--- config.mk ---
export PLATFORM = sky130hd
export DESIGN_NAME = conv_seq_ctrl_flat
export DESIGN_NICKNAME = d
export VERILOG_FILES = /design/src/rtl/conv_pkg.sv /design/src/rtl/conv_seq_ctrl_if.sv /design/src/rtl/conv_scan_cnt.sv /design/src/rtl/conv_seq_ctrl.sv /design/src/flat_wrapper.sv
export SDC_FILE = /design/constraint.sdc
export NUM_CORES = 1
export LEC_CHECK = 0
export ABC_AREA = 1
export CAP_MARGIN = 5
export CORE_AREA = 2 2 45 68
export DETAILED_ROUTE_END_ITERATION = 8
export DIE_AREA = 0 0 47 70
export PLACE_DENSITY = 0.71
export SYNTH_ARGS = -nofsm -noshare
export SYNTH_HDL_FRONTEND = slang
export SYNTH_SLANG_ARGS = --single-unit
--- constraint.sdc ---
create_clock -name clk -period 1.5 [get_ports clk]
set_clock_uncertainty 0.2 [all_clocks]
set_input_delay 0.15 -clock clk [delete_from_list [all_inputs] [get_ports clk]]
set_output_delay 0.15 -clock clk [all_outputs]
set_load 0.02 [all_outputs]
--- src/rtl/conv_pkg.sv ---
// conv_pkg: shared definitions for the two-layer convolution sequencer.
//   - seq_state_e : sequencer FSM state encoding (exposed on the debug port)
//   - LAYER_C1/C2 : encoding of the eng_layer select
//   - CHAN, OUT2_H, OUT2_W : default dimensions shared with the conv datapath
package conv_pkg;

    localparam int CHAN   = 10;
    localparam int OUT2_H = 12;
    localparam int OUT2_W = 11;

    localparam logic LAYER_C1 = 1'b0;
    localparam logic LAYER_C2 = 1'b1;

    typedef enum logic [2:0] {
        ST_IDLE    = 3'd0,
        ST_C1_GO   = 3'd1,
        ST_C1_WAIT = 3'd2,
        ST_C2_GO   = 3'd3,
        ST_C2_WAIT = 3'd4,
        ST_ACC     = 3'd5,
        ST_RELU    = 3'd6,
        ST_DONE    = 3'd7
    } seq_state_e;

endpackage

--- src/rtl/conv_seq_ctrl_if.sv ---
// conv_seq_ctrl_if: engine and accumulator control bundle of the sequencer.
//   Engine side  : eng_start (1-cycle pulse), eng_layer, eng_chan, eng_done (pulse back)
//   Accum side   : acc_row, acc_col, acc_we, acc_clr, relu_pass
// Handshake: eng_start is a single-cycle request; eng_layer/eng_chan are held
// from the start cycle until the engine answers with a single-cycle eng_done.
// eng_done is only honoured while the sequencer waits for it; at any other
// time it is ignored. Accumulator writes have no back-pressure: acc_we=1
// means one write per cycle at (acc_row, acc_col).
//   master : the sequencer (drives everything except eng_done)
//   slave  : the engine/accumulator side
interface conv_seq_ctrl_if #(
    parameter int CH_W = $clog2(conv_pkg::CHAN),
    parameter int RW   = $clog2(conv_pkg::OUT2_H),
    parameter int CW   = $clog2(conv_pkg::OUT2_W)
);
    logic            eng_start;
    logic            eng_layer;
    logic [CH_W-1:0] eng_chan;
    logic            eng_done;
    logic [RW-1:0]   acc_row;
    logic [CW-1:0]   acc_col;
    logic            acc_we;
    logic            acc_clr;
    logic            relu_pass;

    modport master (
        output eng_start, eng_layer, eng_chan,
        output acc_row, acc_col, acc_we, acc_clr, relu_pass,
        input  eng_done
    );

    modport slave (
        input  eng_start, eng_layer, eng_chan,
        input  acc_row, acc_col, acc_we, acc_clr, relu_pass,
        output eng_done
    );
endinterface

--- src/rtl/conv_scan_cnt.sv ---
// conv_scan_cnt: row-major raster counter over an H x W array.
//   clk, rst : clock, asynchronous active-high reset
//   en       : advance one position this cycle (wraps to (0,0) after the last)
//   clr      : synchronous clear to (0,0), overrides en
//   row, col : current position (registered)
//   last     : current position is (H-1, W-1)
module conv_scan_cnt #(
    parameter int H  = conv_pkg::OUT2_H,
    parameter int W  = conv_pkg::OUT2_W,
    parameter int RW = $clog2(H),
    parameter int CW = $clog2(W)
) (
    input  logic          clk,
    input  logic          rst,
    input  logic          en,
    input  logic          clr,
    output logic [RW-1:0] row,
    output logic [CW-1:0] col,
    output logic          last
);
    localparam logic [RW-1:0] ROW_LAST = RW'(H - 1);
    localparam logic [CW-1:0] COL_LAST = CW'(W - 1);

    logic [RW-1:0] row_q, row_d;
    logic [CW-1:0] col_q, col_d;

    always_comb begin
        row_d = row_q;
        col_d = col_q;
        if (clr) begin
            row_d = '0;
            col_d = '0;
        end else if (en) begin
            if (col_q == COL_LAST) begin
                col_d = '0;
                row_d = (row_q == ROW_LAST) ? '0 : row_q + 1'b1;
            end else begin
                col_d = col_q + 1'b1;
            end
        end
    end

    always_ff @(posedge clk or posedge rst) begin
        if (rst) begin
            row_q <= '0;
            col_q <= '0;
        end else begin
            row_q <= row_d;
            col_q <= col_d;
        end
    end

    assign row  = row_q;
    assign col  = col_q;
    assign last = (row_q == ROW_LAST) && (col_q == COL_LAST);
endmodule

--- src/rtl/conv_seq_ctrl.sv ---
// conv_seq_ctrl: sequencer for the two-layer convolution datapath.
// For each channel it runs conv1 then conv2 on the engine, then scans the
// output accumulator (overwrite on channel 0, add on later channels). After
// the last channel a ReLU scan rewrites the buffer and out_valid is raised.
//   clk, rst   : clock, asynchronous active-high reset
//   trigger    : start request, honoured only when idle or done
//   abort      : synchronous return to idle (priority over everything but rst)
//   busy       : run in progress (first GO state through the ReLU scan)
//   out_valid  : final buffer valid (level, held in DONE)
//   dbg_state  : current FSM state
//   bus        : engine/accumulator control bundle (master side)
// Every output is decoded from registered state only.
module conv_seq_ctrl
    import conv_pkg::*;
#(
    parameter int CHAN   = conv_pkg::CHAN,
    parameter int OUT2_H = conv_pkg::OUT2_H,
    parameter int OUT2_W = conv_pkg::OUT2_W,
    parameter int CH_W   = $clog2(CHAN),
    parameter int RW     = $clog2(OUT2_H),
    parameter int CW     = $clog2(OUT2_W)
) (
    input  logic            clk,
    input  logic            rst,
    input  logic            trigger,
    input  logic            abort,
    output logic            busy,
    output logic            out_valid,
    output seq_state_e      dbg_state,
    conv_seq_ctrl_if.master bus
);
    localparam logic [CH_W-1:0] CHAN_LAST = CH_W'(CHAN - 1);

    seq_state_e      state_q, state_d;
    logic [CH_W-1:0] chan_q, chan_d;

    logic            scan_en;
    logic            scan_last;
    logic [RW-1:0]   scan_row;
    logic [CW-1:0]   scan_col;

    // One counter serves both the accumulate and the ReLU scans; it wraps to
    // (0,0) on the last position, so it is already zero whenever the FSM
    // leaves a scan state. Abort clears it explicitly.
    assign scan_en = (state_q == ST_ACC) || (state_q == ST_RELU);

    conv_scan_cnt #(
        .H  (OUT2_H),
        .W  (OUT2_W),
        .RW (RW),
        .CW (CW)
    ) u_scan (
        .clk  (clk),
        .rst  (rst),
        .en   (scan_en),
        .clr  (abort),
        .row  (scan_row),
        .col  (scan_col),
        .last (scan_last)
    );

    always_comb begin
        state_d = state_q;
        chan_d  = chan_q;
        if (abort) begin
            state_d = ST_IDLE;
            chan_d  = '0;
        end else begin
            unique case (state_q)
                ST_IDLE, ST_DONE: begin
                    if (trigger) begin
                        state_d = ST_C1_GO;
                        chan_d  = '0;
                    end
                end
                ST_C1_GO:   state_d = ST_C1_WAIT;
                ST_C1_WAIT: if (bus.eng_done) state_d = ST_C2_GO;
                ST_C2_GO:   state_d = ST_C2_WAIT;
                ST_C2_WAIT: if (bus.eng_done) state_d = ST_ACC;
                ST_ACC: begin
                    if (scan_last) begin
                        if (chan_q == CHAN_LAST) begin
                            state_d = ST_RELU;
                        end else begin
                            chan_d  = chan_q + 1'b1;
                            state_d = ST_C1_GO;
                        end
                    end
                end
                ST_RELU:    if (scan_last) state_d = ST_DONE;
                default:    state_d = ST_IDLE;
            endcase
        end
    end

    always_ff @(posedge clk or posedge rst) begin
        if (rst) begin
            state_q <= ST_IDLE;
            chan_q  <= '0;
        end else begin
            state_q <= state_d;
            chan_q  <= chan_d;
        end
    end

    assign busy      = (state_q != ST_IDLE) && (state_q != ST_DONE);
    assign out_valid = (state_q == ST_DONE);
    assign dbg_state = state_q;

    assign bus.eng_start = (state_q == ST_C1_GO) || (state_q == ST_C2_GO);
    // Layer select is held across GO and WAIT so the engine sees it stable.
    assign bus.eng_layer = ((state_q == ST_C2_GO) || (state_q == ST_C2_WAIT)) ? LAYER_C2 : LAYER_C1;
    assign bus.eng_chan  = chan_q;

    assign bus.acc_row   = scan_row;
    assign bus.acc_col   = scan_col;
    assign bus.acc_we    = scan_en;
    assign bus.acc_clr   = (state_q == ST_ACC) && (chan_q == '0);
    assign bus.relu_pass = (state_q == ST_RELU);
endmodule

--- src/flat_wrapper.sv ---
// flat-port wrapper written by rule: the top's interface ports become plain ports
module conv_seq_ctrl_flat import conv_pkg::*;
#(
    parameter int CHAN   = conv_pkg::CHAN,
    parameter int OUT2_H = conv_pkg::OUT2_H,
    parameter int OUT2_W = conv_pkg::OUT2_W,
    parameter int CH_W   = $clog2(CHAN),
    parameter int RW     = $clog2(OUT2_H),
    parameter int CW     = $clog2(OUT2_W)
)
  (clk, rst, trigger, abort, busy, out_valid, dbg_state, bus_eng_start, bus_eng_layer, bus_eng_chan, bus_acc_row, bus_acc_col, bus_acc_we, bus_acc_clr, bus_relu_pass, bus_eng_done);
  conv_seq_ctrl_if #(.CH_W(CH_W), .RW(RW), .CW(CW)) bus_i ();
  input  logic clk;
  input  logic rst;
  input  logic trigger;
  input  logic abort;
  output logic busy;
  output logic out_valid;
  output seq_state_e dbg_state;
  output wire logic [$bits(bus_i.eng_start)-1:0] bus_eng_start;
  output wire logic [$bits(bus_i.eng_layer)-1:0] bus_eng_layer;
  output wire logic [$bits(bus_i.eng_chan)-1:0] bus_eng_chan;
  output wire logic [$bits(bus_i.acc_row)-1:0] bus_acc_row;
  output wire logic [$bits(bus_i.acc_col)-1:0] bus_acc_col;
  output wire logic [$bits(bus_i.acc_we)-1:0] bus_acc_we;
  output wire logic [$bits(bus_i.acc_clr)-1:0] bus_acc_clr;
  output wire logic [$bits(bus_i.relu_pass)-1:0] bus_relu_pass;
  input wire logic [$bits(bus_i.eng_done)-1:0] bus_eng_done;
  assign bus_eng_start = bus_i.eng_start;
  assign bus_eng_layer = bus_i.eng_layer;
  assign bus_eng_chan = bus_i.eng_chan;
  assign bus_acc_row = bus_i.acc_row;
  assign bus_acc_col = bus_i.acc_col;
  assign bus_acc_we = bus_i.acc_we;
  assign bus_acc_clr = bus_i.acc_clr;
  assign bus_relu_pass = bus_i.relu_pass;
  assign bus_i.eng_done = bus_eng_done;
  conv_seq_ctrl #(.CHAN(CHAN), .OUT2_H(OUT2_H), .OUT2_W(OUT2_W), .CH_W(CH_W), .RW(RW), .CW(CW)) u_core (.clk(clk), .rst(rst), .trigger(trigger), .abort(abort), .busy(busy), .out_valid(out_valid), .dbg_state(dbg_state), .bus(bus_i));
endmodule
After elaboration in Yosys (flattened, before gate mapping)
Index checks and enable logic that the tools add are counted.
W data, S select, Z words.
Storage, ports and cells
  register bits after elaboration: 15
  logic and storage cells: 61
Cells by class
  add/sub/neg operators: 3
  eq/ne operators: 17
  mux-type cells: 21
  reductions and logical operators: 16
Operator list (number)
  $mux W4: 11
  $mux W3: 7
  $pmux W3 S7: 1
  $ne A3 B3 Y1 const B: 5
  $add A4 B1 Y4 const B: 3
  $eq A3 B3 Y1 const B: 4
  $eq A4 B4 Y1 const B: 3
  $pmux W4 S2: 1
  $eq A3 B2 Y1 const B: 2
  $ne A3 B2 Y1 const B: 2
  $reduce_bool A3 Y1: 2
  $reduce_and A5 Y1: 1
  $logic_not A4 Y1: 1
  $reduce_and A4 Y1: 1
  $reduce_bool A2 Y1: 2
  $eq A3 B1 Y1 const B: 1
  $logic_and A1 B1 Y1: 3
  $logic_not A3 Y1: 1
  $logic_or A1 B1 Y1: 3
  $reduce_and A2 Y1: 1
  $reduce_or A2 Y1: 1
  $mux W1: 1

Depth between registers and ports, before layout
  depth after elaboration: 5
  gate-level depth with buffers: 11
  depth with buffers taken out: 11

Modules after synthesis
A second synthesis with hierarchy kept.
Unflattened totals
  cells, all modules: 167
  area, all modules: 1187.4 um^2
By module, submodules not included
  conv_seq_ctrl: instances 1, cells an instance 106, area each 701.9 um^2, seq. area each 175.2 um^2
  conv_scan_cnt: instances 1, cells an instance 61, area each 485.5 um^2, seq. area each 200.2 um^2

Worst setup path after synthesis
OpenSTA, ideal clock, no wires.
  path type: reg2reg
  start: reg u_core.state_q[1], in the netlist u_core.dbg_state[1]
  end: reg u_core.u_scan.row_q[2], in the netlist u_core.u_scan.row[2]
  library setup time: 0.118 ns
  arrival: 1.372 ns
  setup slack: -0.190 ns
  cell stages (with the launch flop): 10
  buffers on the path: 1
  period minus slack after synthesis: 1.690 ns
  cells stage by stage: dfrtp_1 -> buf_4 -> nand2_2 -> nand2_2 -> nor2_4 -> nor2_4 -> nor2_4 -> inv_4 -> nand2_1 -> o21ai_2
On the way
  cells in the longest elaborated chain, start to end: 4
Ends and longest elaborated chain
  from (decl): line conv_seq_ctrl.sv:34  | seq_state_e state_q, state_d;
  from (signal assigned): line conv_seq_ctrl.sv:101  | state_q <= state_d;
  $eq A3 B3 Y1: line conv_seq_ctrl.sv:45  | assign scan_en = (state_q == ST_ACC) || (state_q == ST_RELU);
  $logic_or A1 B1 Y1 (*): line conv_seq_ctrl.sv:45
  net bus_acc_we: line flat_wrapper.sv:25  | output wire logic [$bits(bus_i.acc_we)-1:0] bus_acc_we;
  $reduce_bool A2 Y1 (no line) (*)
  $reduce_and A2 Y1 (no line) (*)
  to (signal assigned): line conv_scan_cnt.sv:48  | row_q <= row_d;
  to (decl): line conv_scan_cnt.sv:24  | logic [RW-1:0] row_q, row_d;
Mark *: on every way through the listed nets, which the timed path passes. The rest lies on a longest branch.
A chain may end at the register's enable or synchronous reset.

Worst setup path after layout
  start: reg u_core.state_q[1], in the netlist u_core.dbg_state[1]
  end: reg u_core.u_scan.row_q[2], in the netlist u_core.u_scan.row[2]
On the way
  cells in the longest elaborated chain, start to end: 4
Ends and longest elaborated chain (line)
  $eq A3 B3 Y1: conv_seq_ctrl.sv:45
  $logic_or A1 B1 Y1 (*): conv_seq_ctrl.sv:45
  $reduce_bool A2 Y1 (no line) (*)
  $reduce_and A2 Y1 (no line) (*)
Every way passes the cells marked *; elsewhere a longest branch is shown, timed or not.

==> impl_results.md <==
- Warnings from Yosys: 0
- Longest Clk Path Bufs: 2
- Top-area cell type share of the netlist area: about a third
- P_leak: 0.001071 uW
- Mapped Area: approximately 1100 sq um
- Io pins: 27
- Worst Reg2Reg Path Length in Cells: 10
- Initial antenna violation count: 0
- Dpl cell area: 1720 sq um
- R2R Setup Slk: -150 ps
- Failing checks: negative setup slack
- CP Class: register to register
- Fmax: 0.6043 GHz
- Via/cell ratio: around 4.9
- Worst-Skew Late Latency: 260 ps
- Routability Congestion: roughly 0.8
- Hold Crit Class: input port to asynchronous set/reset pin
- Multi-input gate area: about 840 sq um
- Status: finished, violations left
- R2r endpoint: u_core.u_scan.row[2]$_DFFE_PP0P_
- Synthesized flop and latch total: 15
- Total grt overflow: 0
- Die Y: roughly 70 um
- Die Wd: 47 um
- Largest cells by area after synthesis: dfrtp_1, nand2_1, nand3_1
- Critical Path Fanout Max: 6
- Final ANT Viol Nets: 0
- Final hold slack: 7.418 ps
- Period utilisation layout: 110.3%
- Worst setup SP type: register
- Avg Cell Area, Syn: between 7 and 8 sq um
- Worst-path clk slew: 70 ps
- Fin. Hold Viols: 0
- Final setup viols: 20
- FF-to-FF Start: u_core.dbg_state[1]$_DFFE_PP0P_
- Root Driver: clkbuf_8
- Asr flop ratio synth: 100.0%
- Total Power: around 2600 uW
- Htree depth: 1
- Relative slew slack: a little over four fifths
- CTS Hold Buffers Added: 0
- Req. time, crit path: 1460 ps
- Top-count cell post-synth: nand2_1
- Grt met1 use: 24.59%
- Syn nets: 170
- CP endpoint kind: register
- Top cells by count, synth: nand2_1, inv_1, nand3_1
- TritonRoute pass-1 iters: 4
- # fillers: 224
- Via count: 1,335
- GRT Total Usage: approximately a quarter
- Drt initial violations: 24
- Port bufs: 26
- Primary FF master, synth: dfrtp_1
- Remaining DRCs: 0
- Total placed cells including tap cells: 255
- Synth unique cells: 25
- Fin area: 2042 sq um
- Slew Limit Fails: 0
- CTS Sinks: 15
- Layout cells sized above 1: 51.29%
- Gate count after technology mapping: 159
- Reg area: 384.1 sq um
- Synth area leader: dfrtp_1
- Initial core utilization: 41.62%
- Final #Nets: approximately 240
- Met2 usage: 43.84%
- Max-cap violation count: 0
- Vias in the first global route: 1,398
- Pin count of the biggest net entering global routing: 16
- Post-DP HPWL: 2417 um
- Crit path DAT: 1610 ps
- Fin crit period: 1655 ps
- Number of enable flip-flop cells after synthesis: 0
- First-pass GRT wire length: 5747 um
- CTS tree: yes
- Gr busiest metal: met2
- Final WS setup: -154.7 ps
- Total wire length: between 3000 and 4000 um
- Core footprint: about 2800 sq um
- Final Instance Count excl. Fillers: 271
- Clock buffer count from CTS: 3
- Least-Margin Pin Slew: 233.8 ps
- # diodes: 0
- WL/cell: between 10 and 15 um
- RSZ-0062 raised after global routing: true
- Largest vdd supply drop: about 0.85 mV
- Row cnt: 24
- Area Overhead vs Synth: 77.58%
- DIE AREA: about 3300 sq um
- Sequential fraction of the synthesis area: 32.64%
- GRT met3 Usage: between 1.5 and 2%
- Power per cell area: 1293 nW/um^2
registers in the layout, summed over array words and instances, names as in the netlist:
name                 flops
u_core.u_scan.row        4
u_core.u_scan.col        4
u_core.dbg_state         3
u_core.bus.eng_chan      4
worst max path at each step:
stage                     cells after the start                                to                            start  slack [ps]
after floorplan                               9  u_core.u_scan.row[2]$_DFFE_PP0P_  u_core.dbg_state[1]$_DFFE_PP0P_        -170
after global placement                        4                       bus_acc_clr  u_core.dbg_state[1]$_DFFE_PP0P_        -190
after detailed placement                      4                     bus_eng_layer  u_core.dbg_state[0]$_DFFE_PP0P_        -240
after CTS                                    10  u_core.u_scan.row[2]$_DFFE_PP0P_  u_core.dbg_state[1]$_DFFE_PP0P_        -150
after global routing                         10  u_core.u_scan.row[3]$_DFFE_PP0P_  u_core.dbg_state[1]$_DFFE_PP0P_        -220
final                                        10  u_core.u_scan.row[2]$_DFFE_PP0P_  u_core.dbg_state[1]$_DFFE_PP0P_        -150
critical path: stages (launching register included):
cell,delay (ps)
dfrtp_2,480
buf_6,150
nand2_4,70
nand2_4,60
nor2_4,110
buf_6,130
nor2_4,50
nor2_4,160
inv_4,70
nand2_2,60
o21ai_2,40
per-layer routing:
metal | wire length [um] | share of wire (%) | up-vias
li1 | - | - | 656
met4 | 73 | 2.0 | 0
met3 | 61 | 1.7 | 9
met5 | 0 | 0 | -
met1 | 1342 | 37 | 643
met2 | 2103 | 59 | 27
where the power goes:
group / switching, uW / leakage, uW / internal, uW
Sequential: 98.0 / 0.000195 / 473
Clock: 174 / 0.0000217 / 188
Combinational: 889 / 0.000855 / 818
logic make-up (layout without fill, tap and decap cells):
| logic type | Yosys count | in the layout | share of synthesized area (%) |
|---|---|---|---|
| xor gates and xnor gates | 5 | 5 | 3.809 |
| buffers and inverters | 24 | 97 | 8.813 |
| AOI/OAI and AO/OA | 6 | 6 | 2.938 |
| DFF | 15 | 15 | 32.64 |
| and+or+nand+nor | 103 | 103 | 45.27 |
| adders and majority gates | 6 | 6 | 6.529 |
per-stage QoR:
step	worst slack (ps)	setup TNS [ps]	utilization [%]
after floorplan	-168.3	-1372	-
after global placement	-190.4	-2800	62.27
after detailed placement	-235.9	-3395	62.27
after CTS	-149.5	-1642	70.20
after global routing	-219.7	-3061	73.91
final	-154.7	-1812	73.91
final cells by class:
class / instances / area share, %
repair buffers: 72 / 31.50
inverters: 21 / 3.983
clock inverters: 1 / 0.3676
well taps: 39 / 2.390
flip-flops and latches: 15 / 18.81
clock buffers: 3 / 2.022
multi-input cells: 120 / 40.93
layout by cell type (no fill, tap or decap), types with 2 or more instances in the layout:
| master | Yosys | layout |
|---|---|---|
| ha_1 | 6 | 4 |
| o21ai_1 | 1 | 3 |
| dlygate4sd2_1 | 0 | 10 |
| inv_1 | 17 | 12 |
| dfrtp_2 | 0 | 7 |
| xnor2_1 | 2 | 2 |
| nand2_4 | 1 | 8 |
| dfrtp_1 | 15 | 8 |
| clkdlybuf4s15_1 | 0 | 3 |
| nor2_1 | 16 | 12 |
| clkbuf_8 | 0 | 3 |
| nor2_4 | 5 | 9 |
| nand4_1 | 5 | 5 |
| xor2_1 | 3 | 3 |
| nand2_1 | 44 | 32 |
| nand2_2 | 8 | 13 |
| nand3_1 | 17 | 12 |
| inv_2 | 2 | 7 |
| clkdlybuf4s50_1 | 0 | 4 |
| buf_4 | 2 | 34 |
| o21ai_2 | 1 | 3 |
| nand3_4 | 1 | 3 |
| buf_6 | 0 | 19 |
| nand3_2 | 2 | 5 |
repair_timing:
action / in CTS / in global routing
resized for setup: 92 / 26
endpoints found under the setup margin: 37 / 26
buffers inserted: 8 / 4
pin swaps: 17 / 14
No activity file was read; power rests on OpenSTA's default activity.
